**src/rtl/rev_serial_adder.sv**
```systemverilog
// Bit-serial reversible adder: one reversible full-adder cell reused over WIDTH
// cycles. Forward adds a into b with the carry folded into z; reverse undoes it.
module rev_serial_adder #(
  parameter int WIDTH = 8
) (
  input  logic             clk,
  input  logic             rst,
  input  logic             start,
  input  logic             dir,
  input  logic [WIDTH-1:0] a_in,
  input  logic [WIDTH-1:0] b_in,
  input  logic             z_in,
  output logic             busy,
  output logic             done,
  output logic [WIDTH-1:0] a_out,
  output logic [WIDTH-1:0] b_out,
  output logic             z_out
);

  localparam int CW = (WIDTH > 1) ? $clog2(WIDTH) : 1;

  typedef enum logic [1:0] {S_IDLE, S_RUN, S_DONE} state_t;

  state_t           state;
  logic [WIDTH-1:0] a_sh, b_sh;
  logic             z_r, dir_r, carry;
  logic [CW-1:0]    cnt;
  logic             abit, bbit, res, c_next;

  // Forward carry-out and reverse borrow-out coincide, so z is restored on undo.
  always_comb begin
    abit   = a_sh[0];
    bbit   = b_sh[0];
    res    = abit ^ bbit ^ carry;
    c_next = (abit & bbit) | (abit & carry) | (bbit & carry);
    if (dir_r) begin
      c_next = (~bbit & abit) | (~(bbit ^ abit) & carry);
    end
  end

  always_ff @(posedge clk) begin
    if (rst) begin
      state <= S_IDLE;
      busy  <= 1'b0;
      done  <= 1'b0;
      a_out <= '0;
      b_out <= '0;
      z_out <= 1'b0;
      a_sh  <= '0;
      b_sh  <= '0;
      z_r   <= 1'b0;
      dir_r <= 1'b0;
      carry <= 1'b0;
      cnt   <= '0;
    end else begin
      case (state)
        S_IDLE: begin
          done <= 1'b0;
          if (start) begin
            a_sh  <= a_in;
            b_sh  <= b_in;
            z_r   <= z_in;
            dir_r <= dir;
            carry <= 1'b0;
            cnt   <= '0;
            busy  <= 1'b1;
            state <= S_RUN;
          end
        end
        S_RUN: begin
          // LSB consumed each cycle; result bit enters at the MSB, a rotates back.
          a_sh  <= (a_sh >> 1) | (WIDTH'(abit) << (WIDTH - 1));
          b_sh  <= (b_sh >> 1) | (WIDTH'(res) << (WIDTH - 1));
          carry <= c_next;
          cnt   <= cnt + CW'(1);
          if (cnt == CW'(WIDTH - 1)) begin
            z_r   <= z_r ^ c_next;
            state <= S_DONE;
          end
        end
        S_DONE: begin
          a_out <= a_sh;
          b_out <= b_sh;
          z_out <= z_r;
          done  <= 1'b1;
          busy  <= 1'b0;
          state <= S_IDLE;
        end
        default: state <= S_IDLE;
      endcase
    end
  end

endmodule
```
**config.mk**
```make
export PLATFORM = sky130hd
export DESIGN_NAME = rev_serial_adder
export DESIGN_NICKNAME = d
export VERILOG_FILES = /design/src/rtl/rev_serial_adder.sv
export SDC_FILE = /design/constraint.sdc
export NUM_CORES = 1
export LEC_CHECK = 0
export CAP_MARGIN = 30
export CORE_MARGIN = 8
export CORE_UTILIZATION = 45
export DETAILED_ROUTE_END_ITERATION = 10
export PLACE_DENSITY = 0.85
export SLEW_MARGIN = 20
export SYNTH_ARGS = -nofsm -noshare
export SYNTH_HDL_FRONTEND = slang
export SYNTH_SLANG_ARGS = --single-unit
```
**constraint.sdc**
```tcl
create_clock -name clk -period 1.5 [get_ports clk]
set_input_delay 0.15 -clock clk [delete_from_list [all_inputs] [get_ports clk]]
set_output_delay 0.15 -clock clk [all_outputs]
set_load 0.1 [all_outputs]
```
== Yosys cells after proc, flatten, opt, wreduce, memory -nomap -nowiden ==
Cells that the tools add are included.

* Bits of input ports: 21
* Memories: 0
* Memory bits (read-only): 0
* Output and inout port bits: 19
* RAM bits: 0
* Bits in latches: 0
* Word-level logic and storage cells: 59
* Flip-flop bits (word level): 43

* Mux-type cells: 18
* Shift operators: 0
* Divide/modulo/power cells: 0
* Bitwise operators: 15
* Equal/unequal tests: 5
* $lt $le $gt $ge: 0
* $add $sub $neg: 1
* Reduce and logical (&&, ||, !) cells: 8
* $mul: 0

{| class="wikitable"
|+ Operators with widths
! operator !! number
|-
| $pmux 8 s2 || 2
|-
| $mux 8 || 2
|-
| $or 7x8->8 || 2
|-
| $pmux 1 s2 || 4
|-
| $reduce_and 2->1 || 4
|-
| $pmux 3 s2 || 1
|-
| $and 1x1->1 || 5
|-
| $mux 1 || 5
|-
| $mux 2 || 2
|-
| $ne 2x2->1 const B || 2
|-
| $pmux 2 s2 || 1
|-
| $reduce_bool 2->1 || 2
|-
| $add 3x1->3 const B || 1
|-
| $eq 3x3->1 const B || 1
|-
| $mux 3 || 1
|-
| $or 1x1->1 || 3
|-
| $reduce_and 3->1 || 1
|-
| $xor 1x1->1 || 3
|-
| $eq 2x1->1 const B || 1
|-
| $eq 2x2->1 const B || 1
|-
| $logic_not 2->1 || 1
|-
| $not 1->1 || 2
|}

== Longest topological paths before layout ==
* Depth in word-level cells: 8
* Mapped depth: 6
* Mapped depth without buffers: 6

== Least setup slack after synthesis ==
No wires, ideal clock.

* Path type: reg-to-reg
* Start: register a_sh[0]
* End: register z_r
* Library setup time: 0.134 ns
* Stages on the path, launching flop included: 7
* Buffers on the path: 0
* Data arrival time: 1.289 ns
* Slack: 0.078 ns
* Data required time: 1.366 ns
* Period minus slack after synthesis: 1.422 ns
* Cell sequence: dfxtp_1 > inv_1 > fa_1 > nand2b_1 > a41oi_1 > mux2i_1 > nor3_2

* Longest elaborated chain between the ends: 8
* Elaborated cells between the ends (all ways): 13
* Classes of those cells: mux (3); bitwise (10)

{| class="wikitable"
|+ Ends and longest elaborated chain
! element !! RTL line !! source
|-
| from (decl) || 25 || <nowiki>logic [WIDTH-1:0] a_sh, b_sh;</nowiki>
|-
| from (signal assigned) || 60 || <nowiki>a_sh <= a_in;</nowiki>
|-
| from (signal assigned) || 72 || <nowiki>a_sh <= (a_sh >> 1) | (WIDTH'(abit) << (WIDTH - 1));</nowiki>
|-
| $xor 1x1->1 || 37 || <nowiki>c_next = (~bbit & abit) | (~(bbit ^ abit) & carry);</nowiki>
|-
| $not 1->1 || 37 ||
|-
| $and 1x1->1 || 37 ||
|-
| $or 1x1->1 || 37 ||
|-
| $mux 1 * || 36 || <nowiki>if (dir_r) begin</nowiki>
|-
| $xor 1x1->1 * || 77 || <nowiki>z_r <= z_r ^ c_next;</nowiki>
|-
| $mux 1 * || 76 || <nowiki>if (cnt == CW'(WIDTH - 1)) begin</nowiki>
|-
| $pmux 1 s2 * || 56 || <nowiki>case (state)</nowiki>
|-
| to (signal assigned) || 62 || <nowiki>z_r <= z_in;</nowiki>
|-
| to (signal assigned) || 77 ||
|-
| to (decl) || 26 || <nowiki>logic z_r, dir_r, carry;</nowiki>
|}

Mark *: on every way between the ends. The rest lies on a longest branch, timed or not. The select of a mux whose other input is x is not followed.
A chain may end at the register's enable or synchronous reset.

== Final worst setup path ==
* Start: register b_sh[0]
* End: register z_r

* Longest elaborated chain between the ends: 8
* Elaborated cells between the ends (all ways): 14
* Classes of those cells: mux (3); bitwise (11)

{| class="wikitable"
|+ Ends and longest elaborated chain
! element !! RTL line !! source
|-
| from (decl) || 25 ||
|-
| from (signal assigned) || 61 || <nowiki>b_sh <= b_in;</nowiki>
|-
| from (signal assigned) || 73 || <nowiki>b_sh <= (b_sh >> 1) | (WIDTH'(res) << (WIDTH - 1));</nowiki>
|-
| $xor 1x1->1 || 37 ||
|-
| $not 1->1 || 37 ||
|-
| $and 1x1->1 || 37 ||
|-
| $or 1x1->1 || 37 ||
|-
| $mux 1 * || 36 ||
|-
| $xor 1x1->1 * || 77 ||
|-
| $mux 1 * || 76 ||
|-
| $pmux 1 s2 * || 56 ||
|}

Marked as above.

==> summary.md <==
| Metric | Value |
|---|---|
| Total clock buffers created by CTS | `5` |
| Syn_nets | `241` |
| Ant. Diodes | `0` |
| Synth Area in Compound Gates | `0.1783` |
| Rows | `23` |
| Synth Area per Inst | `8.805 um^2` |
| Mapped Cells | `216` |
| GRT Overall Usage | `0.1360` |
| Worst Path Required | `1.72 ns` |
| Root buffer cell | `clkbuf_8` |
| Share of cells above drive strength 1 | `0.2490` |
| Synth Area in Simple Gates | `0.2447` |
| CORE AREA | `0.004029 mm^2` |
| Commonest non-fill, non-tap cell in the layout | `nand2_1` |
| Final Cycle Share | `0.9721` |
| Hold Violations, Final | `0` |
| PwrDens | `888.0 mW/mm^2` |
| Post-Synth Adder-Cell Area | `0.03421` |
| Xor/xnor share of the synthesized area | `0` |
| Leakage | `0.9927 nW` |
| Die Height | `81.01 um` |
| Routed WL per cell | `14.01 um` |
| Top cell type by total area after synthesis | `dfxtp_1` |
| Top Ports | `40` |
| Yosys reg bits | `43` |
| Min cycle time layout | `1.458 ns` |
| Fin cells | `307` |
| Initial antenna violation count | `0` |
| Post-synthesis mux area share | `0.01579` |
| Vias per cell | `5.221` |
| Critical path peak fanout | `3` |
| First-pass GRT wire length | `7086 um` |
| Worst-margin pin slew | `0.2679 ns` |
| Startpoint types | `flip-flop` |
| Port buffer count | `39` |
| Setup Fix Bufs, Post-CTS | `0` |
| Max Clk Rate | `685.8 MHz` |
| Synth warn | `0` |
| Netlist Area Pre-Place | `0.001902 mm^2` |
| Setup CP Type | `reg2reg` |
| Slowest cell on crit path | `fa_1` |
| Final count of pins violating max slew | `0` |
| CTS H-tree depth | `2` |
| Bufs on Longest Clock Path | `2` |
| Max IR drop VDD | `0.0003780 V` |
| Vias in the first global route | `1510` |
| HP Class | `in2reg` |
| TritonCTS clock tree | `yes` |
| Largest net degree at the start of global routing | `44` |
| Largest cells by area after synthesis | `dfxtp_1, nand2_1, a311oi_2` |
| Inst Count DP | `299` |
| Worst-path clk slew | `0.08 ns` |
| Final nets | `281` |
| Post-synthesis sequential area ratio | `0.4526` |
| Most frequent cells in the layout | `nand2_1, dfxtp_1, nor2_1` |
| Main combinational cell family by area after synthesis | `simple AND/OR/NAND/NOR gates` |
| Maxcap violations | `0` |
| Slew margin rel. | `0.8213` |
| Final core occ | `0.6596` |
| Final Wtd Congestion | `0.8428` |
| Die area | `0.006563 mm^2` |
| Worst Skew | `0.003518 ns` |
| Area delta synth->final | `39.74%` |
| Crit. End Element | `flip-flop` |
| Synth cell types | `31` |
| Post-DP HPWL | `3138 um` |
| GRT Residual Overflow | `0` |
| Remaining DRCs | `0` |
| Slowest stage delay, CP | `0.39 ns` |
| Via Count | `1603` |
| Setup violators final | `0` |
| CP cell instances | `inv_1 -> fa_1 -> nand2b_4 -> a41oi_1 -> mux2i_1 -> nor3_2` |
| Starting Density | `0.4720` |
| DRT iter0 DRCs | `92` |
| Clk_lat worst skew | `0.29 ns` |
| Die W | `81.01 um` |
| First-pass DRT Iterations | `4` |
| Status | `complete, no violations` |
| Final WL | `4302 um` |
| Arrival @ worst endpoint | `1.68 ns` |
| Top cell type's share of synthesized area | `0.4526` |
| Clock Sinks | `43` |
| ANT nets after route | `0` |
-- state kept, by name, indices dropped and copies added, names as in the netlist, 2 cells and up --
register  count
b_out         8
a_out         8
cnt           3
state         2
b_sh          8
a_sh          8
-- Yosys cell counts --
master    count
clkbuf_1      5
a22oi_1       2
nor3_1        2
nor2_1       24
nor2b_1       1
nor2b_4       1
dfxtp_1      43
fa_1          2
a32oi_1       1
nand2_1      57
buf_8         1
buf_4         4
a211oi_1      4
nand2b_4      1
or2_2         1
nor2_2        1
inv_1         4
ha_1          2
a41oi_1       1
nand2_2       9
nand2b_1      2
buf_2         4
mux2i_1       3
a311oi_1      7
a311oi_2      8
nor2_4        1
nor3_2        1
buf_6         2
buf_12        1
nor3b_1       2
a21oi_1      19
-- path summary, 6_finish.rpt --
| check | startpoint | end | slack, ns | cells after the start |
|---|---|---|---|---|
| setup / recovery | b_sh[0] | z_r | 0.04 | 6 |
| hold / removal | b_in[0] | b_sh[0] | 0.44 | 3 |
| setup reg to reg | b_sh[0] | z_r | 0.04 | 6 |
| hold reg to reg | a_sh[3] | a_out[3] | 0.48 | 2 |
-- stage by stage --
| step | setup WS (ns) | power (W) | TNS, ns | hold slack [ns] | instance area, um^2 |
|---|---|---|---|---|---|
| after global routing | -0.02683 | 0.002467 | -0.02683 | 0.4569 | 2658 |
| after global placement | 0.07068 | 0.001578 | 0 | 0.4585 | 2539 |
| after CTS | 0.004088 | 0.002372 | 0 | 0.4454 | 2639 |
| after floorplan | 0.07757 | 0.001468 | 0 | 0.2972 | 1902 |
| final | 0.04179 | 0.002360 | 0 | 0.4441 | 2658 |
| after detailed placement | 0.001701 | 0.001590 | 0 | 0.4652 | 2539 |
-- worst max-delay path: cells and delay by family, from the launching register on --
kind            cells  cell delay, ns
simple gates        2            0.25
fa+ha+maj           1            0.39
flops               1            0.34
mux                 1            0.12
compound gates      1            0.20
buf+inv             1            0.08
-- timing repair --
action                                  CTS  global route
gates resized for setup                   0             6
endpoints found under the setup margin    0             9
hold buffers                              0             0
-- cells by family after synthesis --
kind of cell,Yosys count
adders and majority gates,4
and+or+nand+nor,103
AOI/OAI and AO/OA,42
muxes,3
buffers and inverters,21
DFF,43
-- final cells by class --
type / instances / area [um^2]
Clock buffer: 8 / 100.1
Fill cell: 309 / 1371
Inverter: 4 / 15.01
Multi-Input combinational cell: 152 / 912.1
Sequential cell: 43 / 867.1
Tap cell: 50 / 62.56
Timing Repair Buffer: 50 / 700.7
-- routing by layer --
metal / up-vias / GRT usage / share of wire
li1: 805 / - / -
met1: 746 / 0.1554 / 0.42
met2: 41 / 0.2221 / 0.48
met3: 11 / 0.04636 / 0.074
met4: 0 / 0.06786 / 0.026
met5: - / 0 / 0
-- power breakdown --
| group | switching (W) | internal [W] | leakage (nW) | total (W) |
|---|---|---|---|---|
| registers | 0.0000434 | 0.00119 | 0.353 | 0.00124 |
| logic | 0.000170 | 0.000167 | 0.588 | 0.000337 |
| clock network | 0.000368 | 0.000420 | 0.0515 | 0.000788 |
| total | 0.000581 | 0.00178 | 0.993 | 0.00236 |
Power figures use the tool's default switching activity.
